<file path="config.mk">
export PLATFORM = sky130hd
export DESIGN_NAME = cpu_ce_sched
export DESIGN_NICKNAME = d
export VERILOG_FILES = /design/src/rtl/zx_clk_pkg.sv /design/src/rtl/cpu_ce_sched.sv
export SDC_FILE = /design/constraint.sdc
export NUM_CORES = 1
export LEC_CHECK = 0
export CORE_AREA = 2 2 39 41
export DETAILED_ROUTE_END_ITERATION = 10
export DIE_AREA = 0 0 41 43
export DONT_BUFFER_PORTS = 1
export PLACE_DENSITY = 0.66
export SYNTH_ARGS = -nofsm -noshare
export SYNTH_HDL_FRONTEND = slang
export SYNTH_SLANG_ARGS = --single-unit
</file>
<file path="constraint.sdc">
create_clock -name clock -period 4.5 [get_ports clock]
set_input_delay 0 -clock clock [delete_from_list [all_inputs] [get_ports clock]]
set_output_delay 0 -clock clock [all_outputs]
set_load 0.01 [all_outputs]
</file>
<file path="src/rtl/zx_clk_pkg.sv">
// Shared clock-scheduling definitions for the Spectrum core: speed codes,
// scheduler FSM states and the per-speed CPU edge slot decode.
package zx_clk_pkg;

    localparam int unsigned PH_W  = 3;
    localparam int unsigned SPD_W = 2;

    typedef logic [SPD_W-1:0] speed_t;

    localparam speed_t SPD_3M5 = 2'd0;
    localparam speed_t SPD_7M0 = 2'd1;
    localparam speed_t SPD_14M = 2'd2;

    typedef enum logic {
        ST_RUN  = 1'b0,
        ST_PEND = 1'b1
    } sched_state_t;

    // Rising-edge slots within the 8-cycle frame
    function automatic logic is_pe_slot(input speed_t s, input logic [PH_W-1:0] ph);
        case (s)
            SPD_3M5: return ph == 3'd0;
            SPD_7M0: return ph[1:0] == 2'b00;
            default: return !ph[0];
        endcase
    endfunction

    // Falling-edge slots, each half a CPU period after the rising slot
    function automatic logic is_ne_slot(input speed_t s, input logic [PH_W-1:0] ph);
        case (s)
            SPD_3M5: return ph == 3'd4;
            SPD_7M0: return ph[1:0] == 2'b10;
            default: return ph[0];
        endcase
    endfunction

endpackage

</file>
<file path="src/rtl/cpu_ce_sched.sv">
// Z80 clock-enable scheduler: 8-cycle frames on the 28 MHz clock, pe/ne
// enables at 3.5/7/14 MHz, ULA contention stretch, frame-aligned speed switch.
module cpu_ce_sched
    import zx_clk_pkg::*;
(
    input  logic         clock,
    input  logic         power,
    input  logic [1:0]   speed_req,
    input  logic         contend,
    output logic         pe_cpu,
    output logic         ne_cpu,
    output logic [1:0]   speed,
    output logic         busy,
    output logic         stall
);

    sched_state_t    state, state_nxt;
    logic [PH_W-1:0] ph, ph_nxt;
    logic            lvl, lvl_nxt;
    speed_t          target, speed_nxt;
    logic            pe_slot, ne_slot, contended;
    logic            pe_nxt, ne_nxt, stall_nxt;

    always_ff @(posedge clock or negedge power) begin
        if (!power) begin
            state <= ST_RUN;
        end else begin
            state <= state_nxt;
        end
    end

    // Speed FSM: hold a request until the 7->0 wrap, latest request wins
    always_comb begin
        state_nxt = state;
        speed_nxt = speed_t'(speed);
        target    = (speed_req == 2'd3) ? SPD_14M : speed_t'(speed_req);
        ph_nxt    = ph + PH_W'(1);
        case (state)
            ST_RUN: begin
                if (target != speed_t'(speed)) begin
                    state_nxt = ST_PEND;
                end
            end
            ST_PEND: begin
                if (target == speed_t'(speed)) begin
                    state_nxt = ST_RUN;
                end else if (ph_nxt == '0) begin
                    state_nxt = ST_RUN;
                    speed_nxt = target;
                end
            end
            default: state_nxt = ST_RUN;
        endcase
    end

    // Slot decode for the cycle being entered; contention only at steady base speed
    always_comb begin
        pe_slot   = is_pe_slot(speed_nxt, ph_nxt);
        ne_slot   = is_ne_slot(speed_nxt, ph_nxt);
        contended = contend && (speed_t'(speed) == SPD_3M5) && (speed_nxt == SPD_3M5);
        stall_nxt = pe_slot && contended;
        pe_nxt    = pe_slot && !lvl && !contended;
        ne_nxt    = ne_slot && lvl;
        lvl_nxt   = lvl;
        if (pe_nxt) begin
            lvl_nxt = 1'b1;
        end else if (ne_nxt) begin
            lvl_nxt = 1'b0;
        end
    end

    always_ff @(posedge clock or negedge power) begin
        if (!power) begin
            ph     <= 3'd7;
            lvl    <= 1'b0;
            speed  <= 2'(SPD_3M5);
            pe_cpu <= 1'b0;
            ne_cpu <= 1'b0;
            busy   <= 1'b0;
            stall  <= 1'b0;
        end else begin
            ph     <= ph_nxt;
            lvl    <= lvl_nxt;
            speed  <= 2'(speed_nxt);
            pe_cpu <= pe_nxt;
            ne_cpu <= ne_nxt;
            busy   <= (state_nxt == ST_PEND);
            stall  <= stall_nxt;
        end
    end

endmodule

</file>
==> results_dict.tcl <==
set metrics [dict create \
    status "completed" \
    numCtsBuffers 3 \
    root_buffer "clkbuf_4" \
    drc 0 \
    dp_cells 67 \
    clkTransAtPathRegs_ps 60 \
    fin_util 0.4430 \
    grt_pass1_vias 360 \
    multi_input_area_um2 254.0 \
    dpl.hpwl_um 700.4 \
    wl_per_cell_um 13.15 \
    ys_seq_area_frac 0.4822 \
    clockBufferDepth 2 \
    netlist_instances 51 \
    fin_crit_ps 1841 \
    synth_warnings 0 \
    maxCapViolations 0 \
    areaGrowthSynthToFinish_pct 16.39 \
    nets 67 \
    syn_avg_cell_area_um2 10.33 \
    final-setup-viol-count 0 \
    ir_drop_v 0.0001861 \
    post_drt_via_cell_ratio 5.095 \
    finalWeightedCongestion 0.8883 \
    holdWs_ps 62.32 \
    synth_area_um2 526.8 \
    crit_required_ps 4660 \
    synth-edff-count 0 \
    fin_setup_tns_ps 0 \
    dieArea_um2 1763 \
    grt_overflow_total 0 \
    rows 14 \
    cts_resized 0 \
    ys_types 25 \
    total_power_uw 231.1 \
    grt_usage 0.1429 \
    drt_pass1_iterations 4 \
    cts_sinks 10 \
    critPathTopFamily "flip-flops" \
    dr.first_iter.drc_count 10 \
    die_w_um 41 \
    critPathLaunchType "register" \
    cts_max_level 1 \
    vias 377 \
    postRouteAntennaNets 0 \
    routed_wl_um 973 \
    yosysTopAreaCellShare 0.3325 \
    crit_slowest_cell "dfstp_2" \
    num_io_pins 11 \
    yosys.cell_count.top_type "dfrtp_1" \
    endpoint_kind "register" \
    relSlewSlack 0.7046 \
    max_freq_mhz 543.2 \
    cpPeakStageDelay_ps 580 \
    grt_pass1_wl_um 1642 \
    cp_max_fo 8 \
    initial_utilization 0.3807 \
    tightest_slew_ps 441.6 \
    regArea_um2 254.0 \
    path_class "register to register" \
    path_cells "ha_1, xnor2_2, inv_2, nor2_2, mux2_4, and3_1" \
    fin_crit_sh 0.4091 \
    fin_area_um2 613.1 \
    layoutNonFillerInstCount 74 \
    final-max-slew-violation-count 0 \
    p_leak_nw 0.2673 \
    grt_setup_unrepaired "no" \
    final_hold_viol_count 0 \
    hold_class "input port to register" \
    power.density_nw_per_um2 377.0 \
    portBuffers 0 \
    synth_ff_type "dfrtp_1" \
    synth_top_cells_by_count "7 x dfrtp_1, 5 x nor2_1, 4 x a21oi_1, 4 x inv_1" \
    grt_max_degree 11 \
    fin_worst_skew_ps 5.093 \
    clock_latency_ps 260 \
    fill_cells 127 \
    die_y_um 43 \
    postLayoutSetupSlackWorst_ps 2659 \
    postSynthNetCount 59 \
    antenna_cells 0 \
    cp.arrival_ps 2000 \
    antenna_found_initial 0 \
    cts_tree "done" \
    yosys-top-cells-area "dfrtp_1 33%, dfstp_2 15%, ha_1 7.1%" \
    synth_top_area_cell "dfrtp_1" \
    design.core.area_um2 1384 \
    drive_gt1_frac 0.2241 \
    placed_cell_area_um2 546.8 \
    async_flop_share 1.000 \
    yosys_register_bits 10 \
    critPathBufInv 1 \
    pre_cts_ws_ps 2662 \
]
## layout by cell type, fill, tap and decap left out, drive strengths merged
master       instances
and2                 1
o311ai               1
nor3                 1
and3                 1
o21ai                3
mux2                 2
nand3                1
xnor2                1
clkbuf               4
dfrtp                7
nor2b                2
ha                   3
a32oi                1
and2b                1
a21oi                4
nand2                3
dlygate4sd3          3
a211oi               1
o211ai               1
dfstp                3
nor2                 6
inv                  5
a21o                 1
nand4                2
## state kept, by name, indices dropped and copies added (netlist names), named ones only
name	flops
busy	1
lvl	1
ne_cpu	1
pe_cpu	1
ph	3
speed	1
stall	1
## report_power, final
| part | internal, mW | switching, mW |
|---|---|---|
| Clock | 0.0490 | 0.0290 |
| Combinational | 0.0163 | 0.0166 |
| Sequential | 0.104 | 0.0165 |
| Total | 0.169 | 0.0622 |
## cell type report
type / instances / share of cell area
Clock buffer: 4 / 0.05918
Multi-Input combinational cell: 36 / 0.4143
Inverter: 5 / 0.03061
Sequential cell: 10 / 0.4143
Timing Repair Buffer: 3 / 0.04898
Tap cell: 16 / 0.03265
## worst register-to-register path, delay by kind of cell (launching register included)
family                     cells  cell delay [ps]
xor gates and xnor gates       1              150
buffers and inverters          1              120
and+or+nand+nor                2              360
DFF                            1              580
muxes                          1              330
adders and majority gates      1              200
## worst paths after layout
path / startpoint / to / slack [ps] / cells past startpoint
setup reg to reg: ph[0] / ne_cpu / 2660 / 6
hold / removal: speed_req[0] / busy / 60 / 2
min in group asynchronous: power / pe_cpu / 110 / 1
hold reg to reg: lvl / pe_cpu / 450 / 1
max in group asynchronous: power / ph[1] / 4050 / 1
setup / recovery: ph[0] / ne_cpu / 2660 / 6
## what timing repair did
action | 4_1_cts | 5_1_grt
endpoints found under the hold margin | 15 | 0
hold buffers | 3 | 0
endpoints found under the setup margin | 0 | 0
buffers inserted | 0 | 0
## cell families (layout without fill, tap and decap cells)
logic type	after synthesis	in the layout	share of synthesized area
AND/OR/NAND/NOR	18	18	0.1734
buffers and inverters	5	12	0.03561
AO/OA/AOI/OAI	12	12	0.1568
flip-flops	10	10	0.4822
XOR/XNOR	1	1	0.03089
adder cells (fa/ha/maj)	3	3	0.07127
multiplexers	2	2	0.04987
## layer usage
metal	vias to the layer above	global-route usage	share of wire
li1	192	-	-
met1	167	0.2020	0.47
met2	16	0.1813	0.44
met3	2	0.06806	0.072
met4	0	0.06000	0.014
met5	-	0	0
(Power assumes the default switching activity.)
